File: config.mk
export PLATFORM = sky130hd
export DESIGN_NAME = music_sequencer
export DESIGN_NICKNAME = d
export VERILOG_FILES = /design/src/rtl/music_sequencer.sv
export SDC_FILE = /design/constraint.sdc
export NUM_CORES = 2
export LEC_CHECK = 0
export BUFFER_PORTS_ARGS = -buffer_cell sky130_fd_sc_hd__buf_2
export CORE_UTILIZATION = 50
export DETAILED_ROUTE_END_ITERATION = 8
export PLACE_DENSITY = 0.68
export SLEW_MARGIN = 25
export SYNTH_ARGS = -nofsm -noshare
export SYNTH_HDL_FRONTEND = slang
export SYNTH_SLANG_ARGS = --single-unit
File: constraint.sdc
create_clock -name clk -period 3.35 [get_ports clk]
set_input_delay 0.67 -clock clk [delete_from_list [all_inputs] [get_ports clk]]
set_output_delay 0.67 -clock clk [all_outputs]
set_load 0.005 [all_outputs]
File: src/rtl/music_sequencer.sv
// music_sequencer: plays a writable score of {half_period, dur} entries as a
// square wave on one speaker pin, with start/stop/loop control, an optional
// silent gap after each entry, and busy/done/note_idx status.
module music_sequencer #(
    parameter int TICK_DIV  = 1200000,
    parameter int DEPTH     = 64,
    parameter int HALF_W    = 16,
    parameter int DUR_W     = 8,
    parameter int GAP_TICKS = 1,
    parameter int AW        = $clog2(DEPTH)
) (
    input  logic                    clk,
    input  logic                    rst,
    input  logic                    wr_en,
    input  logic [AW-1:0]           wr_addr,
    input  logic [HALF_W+DUR_W-1:0] wr_data,
    input  logic [AW:0]             len,
    input  logic                    start,
    input  logic                    stop,
    input  logic                    loop,
    output logic                    busy,
    output logic                    done,
    output logic [AW-1:0]           note_idx,
    output logic                    speaker
);

    localparam int TW = (TICK_DIV > 1) ? $clog2(TICK_DIV) : 1;
    localparam int GW = (GAP_TICKS > 1) ? $clog2(GAP_TICKS + 1) : 1;

    localparam logic [TW-1:0]     TICK_LAST = TW'(TICK_DIV - 1);
    localparam logic [TW-1:0]     TICK_ONE  = 1;
    localparam logic [GW-1:0]     GAP_INIT  = GW'(GAP_TICKS);
    localparam logic [GW-1:0]     GAP_ONE   = 1;
    localparam logic [HALF_W-1:0] HALF_ONE  = 1;
    localparam logic [DUR_W-1:0]  DUR_ONE   = 1;
    localparam logic [AW:0]       IDX_ONE   = 1;
    localparam logic [AW:0]       DEPTH_L   = (AW+1)'(DEPTH);

    typedef enum logic [1:0] {
        S_IDLE,
        S_LOAD,
        S_PLAY,
        S_GAP
    } state_t;

    state_t              state_q, state_d;
    logic                busy_q, busy_d;
    logic                done_q, done_d;
    logic                speaker_q, speaker_d;
    logic [AW-1:0]       note_idx_q, note_idx_d;
    logic [AW:0]         len_q, len_d;
    logic                load_cnt_q, load_cnt_d;
    logic [HALF_W-1:0]   half_q, half_d;
    logic [HALF_W-1:0]   tone_cnt_q, tone_cnt_d;
    logic [TW-1:0]       tick_cnt_q, tick_cnt_d;
    logic [DUR_W-1:0]    dur_left_q, dur_left_d;
    logic [GW-1:0]       gap_left_q, gap_left_d;

    logic [HALF_W+DUR_W-1:0] mem [DEPTH];
    logic [HALF_W+DUR_W-1:0] rd_data_q;
    logic [HALF_W-1:0]       rd_half;
    logic [DUR_W-1:0]        rd_dur;
    logic [AW:0]             nxt_idx;
    logic                    last_entry;
    logic                    advance;

    assign rd_half    = rd_data_q[HALF_W+DUR_W-1:DUR_W];
    assign rd_dur     = rd_data_q[DUR_W-1:0];
    assign nxt_idx    = {1'b0, note_idx_q} + IDX_ONE;
    assign last_entry = (nxt_idx >= len_q);

    // Score RAM: writes only while idle; synchronous read of the current entry.
    always_ff @(posedge clk) begin
        if (wr_en && !busy_q) begin
            mem[wr_addr] <= wr_data;
        end
        rd_data_q <= mem[note_idx_q];
    end

    // Control state and counters; asynchronous clear silences the pin at once.
    always_ff @(posedge clk or negedge rst) begin
        if (!rst) begin
            state_q    <= S_IDLE;
            busy_q     <= 1'b0;
            done_q     <= 1'b0;
            speaker_q  <= 1'b0;
            note_idx_q <= '0;
            len_q      <= '0;
            load_cnt_q <= 1'b0;
            half_q     <= '0;
            tone_cnt_q <= '0;
            tick_cnt_q <= '0;
            dur_left_q <= '0;
            gap_left_q <= '0;
        end else begin
            state_q    <= state_d;
            busy_q     <= busy_d;
            done_q     <= done_d;
            speaker_q  <= speaker_d;
            note_idx_q <= note_idx_d;
            len_q      <= len_d;
            load_cnt_q <= load_cnt_d;
            half_q     <= half_d;
            tone_cnt_q <= tone_cnt_d;
            tick_cnt_q <= tick_cnt_d;
            dur_left_q <= dur_left_d;
            gap_left_q <= gap_left_d;
        end
    end

    // Next-state: per-state sequencing, then the shared advance step, then stop override.
    always_comb begin
        state_d    = state_q;
        busy_d     = busy_q;
        done_d     = 1'b0;
        speaker_d  = speaker_q;
        note_idx_d = note_idx_q;
        len_d      = len_q;
        load_cnt_d = load_cnt_q;
        half_d     = half_q;
        tone_cnt_d = tone_cnt_q;
        tick_cnt_d = tick_cnt_q;
        dur_left_d = dur_left_q;
        gap_left_d = gap_left_q;
        advance    = 1'b0;

        case (state_q)
            S_IDLE: begin
                if (start && !stop && (len != '0)) begin
                    state_d    = S_LOAD;
                    busy_d     = 1'b1;
                    note_idx_d = '0;
                    load_cnt_d = 1'b0;
                    len_d      = (len > DEPTH_L) ? DEPTH_L : len;
                end
            end

            S_LOAD: begin
                // First cycle addresses the RAM, second cycle sees its registered data.
                if (!load_cnt_q) begin
                    load_cnt_d = 1'b1;
                end else begin
                    load_cnt_d = 1'b0;
                    if (rd_dur == '0) begin
                        advance = 1'b1;
                    end else begin
                        state_d    = S_PLAY;
                        half_d     = rd_half;
                        tone_cnt_d = '0;
                        tick_cnt_d = '0;
                        dur_left_d = rd_dur;
                        speaker_d  = 1'b0;
                    end
                end
            end

            S_PLAY: begin
                if (half_q == '0) begin
                    speaker_d  = 1'b0;
                    tone_cnt_d = '0;
                end else if (tone_cnt_q == (half_q - HALF_ONE)) begin
                    speaker_d  = ~speaker_q;
                    tone_cnt_d = '0;
                end else begin
                    tone_cnt_d = tone_cnt_q + HALF_ONE;
                end

                if (tick_cnt_q == TICK_LAST) begin
                    tick_cnt_d = '0;
                    if (dur_left_q == DUR_ONE) begin
                        dur_left_d = '0;
                        speaker_d  = 1'b0;
                        tone_cnt_d = '0;
                        if (GAP_TICKS > 0) begin
                            state_d    = S_GAP;
                            gap_left_d = GAP_INIT;
                        end else begin
                            advance = 1'b1;
                        end
                    end else begin
                        dur_left_d = dur_left_q - DUR_ONE;
                    end
                end else begin
                    tick_cnt_d = tick_cnt_q + TICK_ONE;
                end
            end

            S_GAP: begin
                speaker_d = 1'b0;
                if (tick_cnt_q == TICK_LAST) begin
                    tick_cnt_d = '0;
                    if (gap_left_q == GAP_ONE) begin
                        gap_left_d = '0;
                        advance    = 1'b1;
                    end else begin
                        gap_left_d = gap_left_q - GAP_ONE;
                    end
                end else begin
                    tick_cnt_d = tick_cnt_q + TICK_ONE;
                end
            end

            default: begin
                state_d = S_IDLE;
                busy_d  = 1'b0;
            end
        endcase

        if (advance) begin
            speaker_d  = 1'b0;
            load_cnt_d = 1'b0;
            if (!last_entry) begin
                note_idx_d = nxt_idx[AW-1:0];
                state_d    = S_LOAD;
            end else if (loop) begin
                note_idx_d = '0;
                state_d    = S_LOAD;
            end else begin
                state_d = S_IDLE;
                busy_d  = 1'b0;
                done_d  = 1'b1;
            end
        end

        if (stop && (state_q != S_IDLE)) begin
            state_d    = S_IDLE;
            busy_d     = 1'b0;
            done_d     = 1'b0;
            speaker_d  = 1'b0;
            load_cnt_d = 1'b0;
        end
    end

    assign busy     = busy_q;
    assign done     = done_q;
    assign note_idx = note_idx_q;
    assign speaker  = speaker_q;

endmodule

==> results.tsv <==
stage	metric	value	unit
critical_path	cp-start-kind	flip-flop	
logic_synthesis	async_flop_share	4.94	%
global_routing	grt_start_max_net_pins	65	
drt	drc	0	
drt	drt_iter0_drc	3275	
placement	pre_cts_ws	0.300	ns
critical_path	worstPathArrival	3.64	ns
power_and_ir_drop	p_leak	0.0223	uW
drt	viasPerCell	6.33	
drt	top_layer_used	met5	
sta	hold_viol	0	
final_layout	area_growth	13.9	%
sta	slew_headroom	41.2	%
sta	finalCriticalPeriod	3.04	ns
critical_path	critPathRequiredTime	3.94	ns
critical_path	path_max_fanout	14	
drt	wl_per_cell	31.6	um
sta	setup_viol	0	
drt	totalWireLength	153	mm
sta	rsz0062_at_grt	false	
sta	tns	0	ns
sta	layout_setup_ws	0.306	ns
placement	gp_congestion	0.814	
critical_path	critPathTopFamily	simple AND/OR/NAND/NOR gates	
critical_path	crit_top_cell	or4_4	
global_routing	grt_pass1_vias	31200	
clock_network	insertion_delay	0.77	ns
sta	clock_skew	0.0409	ns
critical_path	slowest_stage	or4_4	
global_routing	antenna_found_initial	16	
floorplan	fp.dieArea	0.129	mm^2
logic_synthesis	synth_area	0.0637	mm^2
drt	wl_met3	14.6	mm
logic_synthesis	synth_nets	2887	
final_layout	fin_nets	3101	
clock_network	clock_sinks	1641	
logic_synthesis	synth_cell_type_count	61	
critical_path	path_cells	or4_4 > or4_4 > or3_1 > o31ai_1 > nand4_2 > buf_4 > a31oi_1 > o22ai_1	
flow_run	cap_viol_max_count	0	
logic_synthesis	yosys_warnings	0	
clock_network	clkTransAtPathRegs	0.06	ns
critical_path	critical_path_class	reg -> reg	
final_layout	final_common_cell	edfxtp_1	
clock_network	htreeDepth	4	
floorplan	start_util	50.6	%
sta	fin_crit_sh	90.9	%
outcome	status	complete, no violations	
drt	via_count	30600	
global_routing	grt_usage	24.0	%
logic_synthesis	synth-seq-cells	1641	
power_and_ir_drop	powerDensity	603	mW/mm^2
min_path	hold_class	in -> reg	
placement	dp_hpwl	85.2	mm
logic_synthesis	synth-edff-count	1536	
drt	ant_nets	0	
drt	wl_met1	57.4	mm
floorplan	fp.dieW	359	um
clock_network	clockRootBuffer	clkbuf_16	
critical_path	end_kind	flip-flop	
drt	wl_met2	76.1	mm
global_routing	overflow	0	
sta	max_freq	329	MHz
logic_synthesis	yosysTopAreaCell	edfxtp_1	
critical_path	crit_buf_inv	1	
sta	worst_pin_slew	0.882	ns
final_layout	most-common-layout-cells	edfxtp_1, mux4_2, clkbuf_16, buf_4, dfrtp_1	
sta	finalMaxSlewViolations	0	
floorplan	core-area	0.126	mm^2
drt	firstDrtPassIters	7	
logic_synthesis	avgSynthCellArea	22.5	um^2
power_and_ir_drop	total_power	43700	uW
floorplan	num_io_pins	52	
logic_synthesis	ys_seq_area_share	76.4	%
global_routing	grt_pass1_wl	220	mm
logic_synthesis	ys.flop_type	edfxtp_1	
power_and_ir_drop	peakVddDrop	0.606	mV
final_layout	drive_gt1_share	32.0	%
logic_synthesis	ys_top_cells_by_area	edfxtp_1, mux4_2, dfrtp_1	
logic_synthesis	yosysTopAreaCellShare	72.4	%
floorplan	dieHeight	359	um
clock_network	numCtsBuffers	164	
logic_synthesis	synthCells	2825	
floorplan	rows	130	
clock_network	cts_tree	yes	
placement	portBuffers	51	
critical_path	max_stage_delay	0.57	ns
clock_network	clk_path_buf_depth	3	
## sequential cells by signal, indices dropped and copies added (netlist names)
| register | cells |
|---|---|
| busy | 1 |
| done | 1 |
| dur_left_q | 8 |
| gap_left_q | 1 |
| half_q | 16 |
| len_q | 7 |
| load_cnt_q | 1 |
| mem | 1536 |
| note_idx | 6 |
| rd_data_q | 24 |
| speaker | 1 |
| state_q | 2 |
| tick_cnt_q | 21 |
| tone_cnt_q | 16 |
## kinds of logic after synthesis
group	Yosys count	share of synthesized area, %
buffers and inverters	166	0.979
AO/OA/AOI/OAI	149	1.43
adder cells (fa/ha/maj)	19	0.373
flip-flops	1641	76.4
AND/OR/NAND/NOR	303	2.35
multiplexers	522	18.1
XOR/XNOR	25	0.344
## cell type report
type / instances / area [um^2]
Clock buffer: 202 / 4290
Multi-Input combinational cell: 1018 / 14600
Fill cell: 8918 / 53400
Inverter: 29 / 109
Tap cell: 1650 / 2060
Antenna cell: 4 / 10.0
Timing Repair Buffer: 185 / 1790
Sequential cell: 1641 / 48600
Clock inverter: 103 / 1020
## synthesized netlist by cell type, drive strengths merged (10+ instances only)
| library cell | count |
|---|---|
| clkbuf | 99 |
| o21ai | 61 |
| nand4 | 13 |
| nor2 | 99 |
| mux4 | 504 |
| dfxtp | 24 |
| xor2 | 12 |
| mux2 | 15 |
| nor4 | 12 |
| ha | 19 |
| nand2 | 71 |
| dfrtp | 81 |
| a31oi | 12 |
| nand3 | 27 |
| xnor2 | 13 |
| inv | 29 |
| nor2b | 10 |
| a21oi | 25 |
| and3 | 12 |
| nor3 | 12 |
| buf | 38 |
| edfxtp | 1536 |
## path summary, 6_finish.rpt
check	from	to	slack [ns]	depth (start not counted)
hold reg to reg	rd_data_q[11]$_DFF_P_	half_q[3]$_DFFE_PN0P_	0.48	1
max in group asynchronous	rst	half_q[6]$_DFFE_PN0P_	2.08	3
min in group asynchronous	rst	speaker$_DFFE_PN0P_	0.51	2
setup reg to reg	half_q[3]$_DFFE_PN0P_	tone_cnt_q[11]$_DFFE_PN0P_	0.31	8
setup / recovery	half_q[3]$_DFFE_PN0P_	tone_cnt_q[11]$_DFFE_PN0P_	0.31	8
hold / removal	len[5]	len_q[5]$_DFFE_PN0P_	0.19	3
## tightest hold or removal path, cell delays in order
cell	delay, ns
buf_2	0.10
nand3b_1	0.07
o21ai_0	0.08
## through the flow
| stage | cells | cell area (um^2) | utilization (%) | hold slack [ns] |
|---|---|---|---|---|
| final | 4832 | 72500 | 57.6 | 0.193 |
| after global routing | 4828 | 72500 | 57.6 | 0.187 |
| after CTS | 4828 | 72500 | 57.6 | 0.155 |
| after detailed placement | 4522 | 67100 | 53.3 | 0.468 |
| after global placement | 4521 | 67100 | 53.3 | 0.450 |
| after floorplan | 2825 | 63700 | - | 0.374 |
## metal layers
metal	vias up	track usage, %
li1	12400	-
met1	16300	32.4
met2	1531	39.3
met3	268	5.12
met4	20	7.65
met5	-	0
## report_power, final
part	internal (uW)	switching [uW]
logic	963	1710
clock network	10300	7700
registers	22800	278
## repair_timing
item                      CTS  global route
hold buffers                1             0
hold endpoints to repair   50             0
setup buffers               0             0
resized for setup           0             0
Power figures use the tool's default switching activity.
